--- src/rtl/life_pkg.sv ---
// Shared definitions for the life grid text frame: byte codes, encoder states
// and the frame length helper used by the encoder and the pattern loader.
package life_pkg;

    localparam logic [7:0] CHAR_ALIVE = 8'h23;
    localparam logic [7:0] CHAR_DEAD  = 8'h2E;
    localparam logic [7:0] CHAR_NL    = 8'h0A;

    typedef enum logic [1:0] {
        IDLE = 2'd0,
        CELL = 2'd1,
        NL   = 2'd2
    } enc_state_t;

    // Bytes in one frame: every row carries WIDTH cells plus its newline.
    function automatic int frame_len(input int width, input int height);
        return height * (width + 1);
    endfunction

endpackage

--- src/rtl/life_frame_encoder.sv ---
// Serialises a snapshot of the life grid into '#'/'.' bytes with a '\n' per
// row, over a valid/ready byte stream. All outputs are registered.
//
// state | meaning
// ------+--------------------------------------------------------------
// IDLE  | no frame in flight; start latches the grid and emits cell (0,0)
// CELL  | out_char holds the cell byte for (row, col) of the snapshot
// NL    | out_char holds the newline that closes the current row
module life_frame_encoder
    import life_pkg::*;
#(
    parameter int WIDTH  = 20,
    parameter int HEIGHT = 20
) (
    input  logic                      clock,
    input  logic                      reset,
    input  logic                      start,
    input  logic [WIDTH*HEIGHT-1:0]   states,
    output logic                      busy,
    output logic                      out_valid,
    input  logic                      out_ready,
    output logic [7:0]                out_char,
    output logic                      frame_done
);

    localparam int CELLS = WIDTH * HEIGHT;
    localparam int COL_W = (WIDTH  > 1) ? $clog2(WIDTH)  : 1;
    localparam int ROW_W = (HEIGHT > 1) ? $clog2(HEIGHT) : 1;
    localparam int IDX_W = (CELLS  > 1) ? $clog2(CELLS)  : 1;

    localparam logic [COL_W-1:0] COL_LAST = COL_W'(WIDTH - 1);
    localparam logic [ROW_W-1:0] ROW_LAST = ROW_W'(HEIGHT - 1);

    enc_state_t         state, state_nxt;
    logic [CELLS-1:0]   snapshot, snapshot_nxt;
    logic [ROW_W-1:0]   row, row_nxt;
    logic [COL_W-1:0]   col, col_nxt;
    logic               busy_nxt, valid_nxt, done_nxt;
    logic [7:0]         char_nxt;
    logic               handshake;
    logic [CELLS-1:0]   cell_src;
    logic [IDX_W-1:0]   cell_idx;
    logic               cell_bit;

    assign handshake = out_valid && out_ready;

    // Next-state logic; the byte for the next state is computed here so that
    // out_char can be registered without a bubble at row or frame boundaries.
    always_comb begin
        state_nxt    = state;
        snapshot_nxt = snapshot;
        row_nxt      = row;
        col_nxt      = col;
        busy_nxt     = busy;
        valid_nxt    = out_valid;
        done_nxt     = 1'b0;
        char_nxt     = 8'h00;
        cell_src     = snapshot;

        case (state)
            IDLE: begin
                if (start) begin
                    // The first byte comes straight from the live grid, since
                    // the snapshot is only being loaded on this same edge.
                    snapshot_nxt = states;
                    cell_src     = states;
                    row_nxt      = '0;
                    col_nxt      = '0;
                    state_nxt    = CELL;
                    busy_nxt     = 1'b1;
                    valid_nxt    = 1'b1;
                end
            end
            CELL: begin
                if (handshake) begin
                    if (col == COL_LAST) begin
                        state_nxt = NL;
                    end else begin
                        col_nxt = col + COL_W'(1);
                    end
                end
            end
            NL: begin
                if (handshake) begin
                    if (row == ROW_LAST) begin
                        state_nxt = IDLE;
                        busy_nxt  = 1'b0;
                        valid_nxt = 1'b0;
                        done_nxt  = 1'b1;
                    end else begin
                        row_nxt   = row + ROW_W'(1);
                        col_nxt   = '0;
                        state_nxt = CELL;
                    end
                end
            end
            default: begin
                state_nxt = IDLE;
                busy_nxt  = 1'b0;
                valid_nxt = 1'b0;
            end
        endcase

        cell_idx = IDX_W'(row_nxt) * IDX_W'(WIDTH) + IDX_W'(col_nxt);
        cell_bit = cell_src[cell_idx];

        case (state_nxt)
            CELL:    char_nxt = cell_bit ? CHAR_ALIVE : CHAR_DEAD;
            NL:      char_nxt = CHAR_NL;
            default: char_nxt = 8'h00;
        endcase
    end

    // State, counters, snapshot and registered outputs.
    always_ff @(posedge clock or posedge reset) begin
        if (reset) begin
            state      <= IDLE;
            snapshot   <= '0;
            row        <= '0;
            col        <= '0;
            busy       <= 1'b0;
            out_valid  <= 1'b0;
            out_char   <= 8'h00;
            frame_done <= 1'b0;
        end else begin
            state      <= state_nxt;
            snapshot   <= snapshot_nxt;
            row        <= row_nxt;
            col        <= col_nxt;
            busy       <= busy_nxt;
            out_valid  <= valid_nxt;
            out_char   <= char_nxt;
            frame_done <= done_nxt;
        end
    end

endmodule
--- config.mk ---
export PLATFORM = sky130hd
export DESIGN_NAME = life_frame_encoder
export DESIGN_NICKNAME = d
export VERILOG_FILES = /design/src/rtl/life_pkg.sv /design/src/rtl/life_frame_encoder.sv
export SDC_FILE = /design/constraint.sdc
export NUM_CORES = 1
export LEC_CHECK = 0
export ABC_AREA = 1
export CAP_MARGIN = 20
export CORE_MARGIN = 2
export CORE_UTILIZATION = 48
export DETAILED_ROUTE_END_ITERATION = 10
export PLACE_DENSITY = 0.8
export SYNTH_ARGS = -nofsm -noshare
export SYNTH_HDL_FRONTEND = slang
export SYNTH_SLANG_ARGS = --single-unit
--- constraint.sdc ---
create_clock -name clock -period 12.8 [get_ports clock]
set_input_delay 1.92 -clock clock [delete_from_list [all_inputs] [get_ports clock]]
set_output_delay 1.92 -clock clock [all_outputs]
set_load 0.05 [all_outputs]
==> impl_metrics.ini, run 1 <==
[run_status]
status = complete, no violations

[place]
gp_congestion = 0.908
dp_hpwl_mm = 50.8
post-place-cells = 3583
portBuffers = 411

[synth]
ys_seq_elements = 419
ys_top_cells_by_count = nand2_1 (633), dfrtp_1 (419), inv_1 (411)
synth_edf_count = 0
yosysTopAreaCellShare_pct = 48.9
yosysUniqueCellTypes = 32
syn_area_per_cell_sq_um = 7.84
synth_top_flop_cell = dfrtp_1
synthTopCellsByArea = dfrtp_1 (49%), nand2_1 (11%), o21ai_0 (8.5%), inv_1 (7.2%), or2_2 (6.7%)
yosysSeqAreaShare_pct = 48.9
syn_area_sq_um = 21400
yosys.area.top_type = dfrtp_1
yosysMostFrequentCell = nand2_1
ys_warn_count = 0
syn_inst = 2736
async_flop_share_pct = 100

[route]
drtIter0Drc = 2663
dr.pass1.iters = 7
wl_mm = 73.1
vias_per_cell = 5.38
drc_errors = 0
vias = 19800
postRouteAntennaNets = 0
wl_per_cell_um = 19.9

[finish]
fin_nets = 3461
drive_gt1_share_pct = 11.0
layout.cells.non_filler = 3677
area_growth_syn_to_layout_pct = 27.7
fin_util_pct = 62.1

[timing]
period_needed_ns = 6.44
worst_pin_slew_ns = 1.48
period_share_pct = 50.3
skew_ns = 0.0148
finalSetupTns_ns = 0
fmax_mhz = 155
hold_ws_ns = 0.472
relSlewSlack_pct = 1.17
rsz0062_at_grt = false
hold_viol_final = 0
slew_viol_final = 0
setup_viol = 0

[clocking]
root_buffer = clkbuf_16
cts_buffers = 45
clkLatencyLatePin_ns = 0.58
htreeDepth = 2
post_cts_buffers = 0
cts_sinks = 419
hold_buffers = 0
cts_tree = built
cts_buffer_depth = 3
cts.clk_slew.worst_paths_ns = 0.06
cts_resized = 0

[floorplanning]
initial_core_util_pct = 48.6
row_count = 77
die_x_um = 215
dieArea_sq_um = 46400
ios = 415
placeableCoreArea_sq_um = 44100
die_y_um = 215

[power_and_ir_drop]
p_int_mw = 2.27
pwr-share-clk_pct = 47.8
p_comb_share_pct = 6.1
power_mw = 2.87
seqPwrFrac_pct = 46.1
peakVddDrop_v = 0.0000807
p_per_area_nw_per_um2 = 105
switching_power_uw = 604
p_sw_share_pct = 21.0
p_leak_nw = 15.6

[global_routing]
grt_max_degree = 257
grt_remaining_overflow = 0
first_global_vias = 19400
grt_use_total_pct = 31.2
antenna_found_initial = 13
grt_pass1_wl_mm = 112

[setup_path]
cp-end-kind = flop
crit_required_ns = 13.26
worstPathArrival_ns = 6.90
cp-start-kind = input port
crit_type = input port to flop
crit_fanout = 84

[flow_run]
cap_violations = 0

[hold_path]
hold_class = flop to flop
-- metal layers --
metal	vias to the layer above	GRT usage, %	share of wire (%)
met5	-	0	0
li1	9270	-	-
met3	151	4.85	7.1
met4	0	14.6	4.7
met2	940	49.5	46
met1	9426	42.2	42
-- cells in the final DEF (no fill, tap or decap), types with 3 or more instances in the layout --
master,count
buf_12,3
nand4_1,54
clkinv_2,6
o21ai_0,365
nor2_1,19
diode_2,12
nand2_1,630
mux2i_1,20
buf_4,20
conb_1,3
dfrtp_1,419
nand3_1,267
nor3_1,3
clkbuf_16,47
o21ai_1,3
xor2_1,8
inv_2,4
buf_16,3
bufinv_16,6
or2_2,229
xnor2_1,3
clkdlybuf4s50_1,411
clkbuf_1,11
o211ai_1,50
clkbuf_8,7
inv_1,408
ha_1,13
a21oi_1,41
-- cells by family (layout without fill, tap and decap cells) --
family                   Yosys count  in the layout  share of synthesized area [%]
AO/OA/AOI/OAI                    463            463                           11.4
XOR/XNOR                          11             11                          0.449
adder cells (fa/ha/maj)           16             16                           1.00
buffers and inverters            595            930                           11.1
flip-flops                       419            419                           48.9
multiplexers                      20             20                          0.934
other                              1             15                         0.0175
AND/OR/NAND/NOR                 1211           1211                           26.2
-- path summary, 6_finish.rpt --
kind,start,endpoint,slack [ns],depth (start not counted)
max in group asynchronous,reset,snapshot[6],9.37,6
max,out_ready,out_char[3],6.36,20
min,snapshot[384],snapshot[384],0.47,2
min reg2reg,snapshot[384],snapshot[384],0.47,2
min in group asynchronous,reset,snapshot[145],1.64,2
max reg2reg,out_valid,out_char[3],7.70,19
-- sequential cells by signal, indices dropped and copies added (netlist names) --
signal	cells
state	2
snapshot	400
frame_done	1
col	5
out_valid	1
row	5
out_char	5
-- final cells by class --
cell class / count / area (sq um)
Clock inverter: 14 / 226
Inverter: 414 / 1570
Sequential cell: 419 / 10500
Clock buffer: 65 / 1310
Tap cell: 592 / 741
Timing Repair Buffer: 437 / 4410
Multi-Input combinational cell: 1724 / 8620
Fill cell: 3829 / 16700
Antenna cell: 12 / 30.0
-- stage by stage --
stage,worst slack [ns],cell area (sq um)
finish,6.36,27400
global route,6.10,27400
CTS,6.43,27300
detailed placement,5.85,25700
global placement,5.93,25700
floorplan,5.23,21500
-- power by group through the flow --
stage          Clock, mW  Combinational (mW)  Sequential [mW]
6_report            1.37               0.174             1.32
5_1_grt             1.44               0.183             1.32
4_1_cts             1.39               0.172             1.32
3_5_place_dp           0               0.171             1.35
3_3_place_gp           0               0.172             1.35
2_1_floorplan          0              0.0222             1.35
-- critical path: stages --
cell             delay, ns
clkdlybuf4s50_1       0.47
nand2_1               0.13
inv_2                 0.21
nand2_1               0.22
nand2_2               0.10
buf_4                 0.49
nand3_4               0.79
buf_4                 0.65
o21ai_0               0.75
nand2_1               0.13
nand3_1               0.12
nand3_1               0.08
nand3_1               0.12
nand3_1               0.15
nand2_1               0.11
nand3_1               0.07
nand2_1               0.07
nand2_1               0.10
nand2_1               0.10
nand2_1               0.05
No activity file was read; power rests on OpenSTA's default activity.
==> inputs of run 2 (changes only) <==
- clock period: 12.8 -> 5.7 ns (I/O delays scaled with it)
==> run 2 against run 1 <==
Clock power up 110%. Total power is 120% higher. Via count grew 2.4%. Cell area down 0.12%. Combinational power is 120% higher. Die area unchanged. Utilization shrank 0.077 points. Sequential cell count unchanged. Sequential power grew 130%. Critical path depth rose by 1. Critical endpoint unchanged. Largest power group is now sequential cells.
==> impl_metrics.ini, run 2 (synthesis results as in run 1) <==
[clocking]
htreeDepth = 2
cts_sinks = 419
hold_buffers = 0
clkLatencyLatePin_ns = 0.58
cts.clk_slew.worst_paths_ns = 0.06
post_cts_buffers = 0
cts_buffer_depth = 3
cts_tree = built
cts_resized = 0
root_buffer = clkbuf_16
cts_buffers = 44

[finish]
final_cell_mix = nand2_1 (630), dfrtp_1 (419), clkdlybuf4s50_1 (411), inv_1 (408), o21ai_0 (365)
design_area_sq_um = 27400
layout_commonest_cell = nand2_1
fin_nets = 3461
area_growth_syn_to_layout_pct = 27.6
nFillCells = 3827
regMostFlops = snapshot
drive_gt1_share_pct = 11.2
largest_reg_flops = 400
layout.cells.non_filler = 3680

[place]
post-place-cells = 3586
gp_congestion = 1.00
portBuffers = 411
dp_hpwl_mm = 52.7
placed_area_sq_um = 25800

[global_routing]
antenna_found_initial = 12
grt_pass1_wl_mm = 115
grt_max_degree = 224
first_global_vias = 19900
grt_use_total_pct = 32.1
grt_remaining_overflow = 0

[route]
vias_per_cell = 5.51
drc_errors = 0
wl_mm = 75.0
postRouteAntennaNets = 0
drtIter0Drc = 2561
wl_per_cell_um = 20.4
dr.pass1.iters = 5
vias = 20300

[setup_path]
cp-end-kind = flop
ff2ff_path_depth = 19
worstPathArrival_ns = 4.97
critPathBufInv = 3
rr_startpoint = state[1]
rrSetupSlack_ns = 1.47
crit_path_max_incr_delay_ns = 0.54
cp-start-kind = input port
crit_required_ns = 6.17
cp_slowest_cell = xor2_1
crit_type = input port to flop
cpLargestDelayFamily = simple AND/OR/NAND/NOR gates
worst_path_most_repeated_cell = nand2_1
crit_path_cell_trace = clkdlybuf4s50_1, nand2_1, inv_2, nand2_1, nand2_1, nand3_1, o21ai_0, ha_1, ha_1, xor2_1, inv_1, nor2_1, nand2_1, nand2_1, nor2_1, nand2_1, nand3_1, nand3_1, nand2_1, nand2_1, nand2_1
crit_fanout = 12
startpoint = out_ready
timing.rr.end = out_char[3]

[floorplanning]
dieArea_sq_um = 46400
die_x_um = 215
die_y_um = 215
initial_core_util_pct = 48.6
ios = 415
row_count = 77
placeableCoreArea_sq_um = 44100

[power_and_ir_drop]
peakVddDrop_v = 0.000192
p_per_area_nw_per_um2 = 229
p_leak_nw = 15.6

[flow_run]
cap_violations = 0

[timing]
hold_ws_ns = 0.473
fmax_mhz = 222
rsz0062_at_grt = false
period_share_pct = 79.0
worst_pin_slew_ns = 0.928
period_needed_ns = 4.50
relSlewSlack_pct = 38.1
setup_viol = 0
skew_ns = 0.0161
slew_viol_final = 0
hold_viol_final = 0

[hold_path]
min_path_cells = 2
hold_class = flop to flop
hold_end = snapshot[394]
hold_start = snapshot[394]

[run_status]
status = complete, no violations
-- run 2: stage by stage --
step	setup TNS, ns	power, mW	utilization [%]	worst slack, ns
final	0	6.27	62.0	1.20
after global routing	0	6.43	62.0	0.914
after CTS	0	6.30	61.9	1.22
after detailed placement	0	3.41	58.6	0.630
after global placement	0	3.42	58.6	0.747
after floorplan	-337.93	3.08	-	-0.807
-- run 2: worst max path at each step --
stage | end | slack, ns | depth (start not counted)
floorplan | col[0] | -0.81 | 1
global placement | out_char[3] | 0.75 | 21
detailed placement | out_char[3] | 0.63 | 21
CTS | out_char[3] | 1.22 | 21
global route | out_char[3] | 0.91 | 21
finish | out_char[3] | 1.20 | 21
-- run 2: cell type report --
| class | instances | area, sq um | area share [%] |
|---|---|---|---|
| Inverter | 414 | 1570 | 5.72 |
| Clock buffer | 66 | 1350 | 4.92 |
| Timing Repair Buffer | 438 | 4450 | 16.3 |
| Sequential cell | 419 | 10500 | 38.3 |
| Multi-Input combinational cell | 1724 | 8620 | 31.5 |
| Clock inverter | 13 | 109 | 0.398 |
| Tap cell | 592 | 741 | 2.71 |
| Antenna cell | 14 | 35.0 | 0.128 |
-- run 2: where the power goes --
group | internal, mW | switching [mW] | leakage (nW)
sequential | 2.97 | 0 | 5.49
combinational | 0.246 | 0.138 | 9.37
clock | 1.68 | 1.23 | 0.715
total | 4.90 | 1.37 | 15.6
-- run 2: per-layer routing --
layer / vias up / track usage (%) / routed length [um]
li1: 9261 / - / -
met1: 9760 / 43.2 / 30200
met2: 1044 / 48.9 / 34300
met3: 199 / 5.73 / 6280
met4: 0 / 18.7 / 4230
met5: - / 0 / 0
-- run 2: worst min-delay path: cells and delay by family (launching register included) --
| kind | cells | cell delay [ns] |
|---|---|---|
| and+or+nand+nor | 2 | 0.12 |
| DFF | 1 | 0.32 |
==> edit: new RTL, settings of run 1 <==
Re-encode `enc_state_t` (3 states) as one-hot, 3 bits wide.
--- a/src/rtl/life_pkg.sv
+++ b/src/rtl/life_pkg.sv
@@ -7,8 +7,8 @@
     localparam logic [7:0] CHAR_NL    = 8'h0A;
 
-    typedef enum logic [1:0] {
-        IDLE = 2'd0,
-        CELL = 2'd1,
-        NL   = 2'd2
+    typedef enum logic [2:0] {
+        IDLE = 3'b001,
+        CELL = 3'b010,
+        NL   = 3'b100
     } enc_state_t;
 
Behaviour: no difference found for any inputs over 4 cycles, from zero or initial values and one cycle with reset high; so few cycles prove little.
==> edit against run 1 <==
Fmax decreased by 3.0%. Final area shrank 1.6%. Routed wire length is 4.5% lower. Setup slack worse by 0.20 ns. Area after synthesis down 1.1%. Sequential cell count up 1. Non-clock buffer count fell by 6.
Power is not compared: it rests on default switching activity, and its combinational part moved more than twofold at a synthesized area within 25%.
==> edit: results <==
metrics = {
    "run_status": {
        "outcome": "finished, final reports clean",
    },
    "grt": {
        "grt_pass1_wl_um": 109000,
        "grtUsageTotal": 0.301,
        "antenna_found_initial": 16,
        "grt_pass1_vias": 19900,
        "grt_max_degree": 264,
    },
    "worst_setup_path": {
        "r2r-start": "state[0]",
        "reg2reg_setup_slack_ns": 7.46,
        "rr_worst_depth": 23,
        "cp_max_fo": 213,
    },
    "final_layout": {
        "finish.net_count": 3586,
        "layout-drive-gt1-share": 0.0337,
        "fillCellCount": 3929,
        "instances_no_fill": 3811,
        "fin_util": 0.614,
    },
    "route": {
        "wl_per_cell_um": 18.3,
        "first_pass_iters": 9,
        "drt_iter0_drc": 2079,
    },
    "timing": {
        "worst_pin_slew_ns": 1.16,
        "timing.final.crit_share": 0.519,
        "skew_ns": 0.0254,
        "fin_hold_ws_ns": 0.462,
    },
    "placed_design": {
        "routabilityCongestion": 0.914,
        "hpwl_um": 47500,
        "place_ws_ns": 5.53,
        "dpl_cell_area_mm2": 0.0254,
    },
    "logic_synthesis": {
        "synthDistinctLibCells": 35,
        "synth-compound-area-share": 0.0881,
        "avgSynthCellArea_um2": 7.40,
        "netlist_top_cells_count": "nand2_1, dfrtp_1, inv_1",
        "synth_top_area_frac": 0.494,
        "synth_fa_ha_area_frac": 0.00838,
        "ys_seq_area_frac": 0.496,
    },
    "cts": {
        "numCtsBuffers": 44,
    },
    "worst_hold_path": {
        "worstHoldStart": "snapshot[387]",
    },
}
[edit: cell count changes in the layout (fill, tap and decap cells not counted), moves of 42 or more]
| cell | before | now |
|---|---|---|
| nand2_1 | 630 | 1130 |
| o21ai_0 | 365 | 116 |
| or2_2 | 229 | 1 |
| nor2_1 | 19 | 137 |
| inv_1 | 408 | 318 |
| a21oi_1 | 41 | 93 |
| o211ai_1 | 50 | 92 |
[edit: layout make-up]
cell class | count | share of cell area
antenna | 16 | 0.00149
clock buffer | 70 | 0.0509
clock inverter | 10 | 0.00334
inverter | 324 | 0.0453
multi-input combinational | 1948 | 0.321
sequential | 420 | 0.390
tap | 592 | 0.0275
timing repair buffer | 431 | 0.161
[edit: routing by layer]
layer  GRT usage  wire length (um)
met5           0                19
met4       0.135              2830
met3      0.0467              5380
met2       0.462             31900
met1       0.423             29700
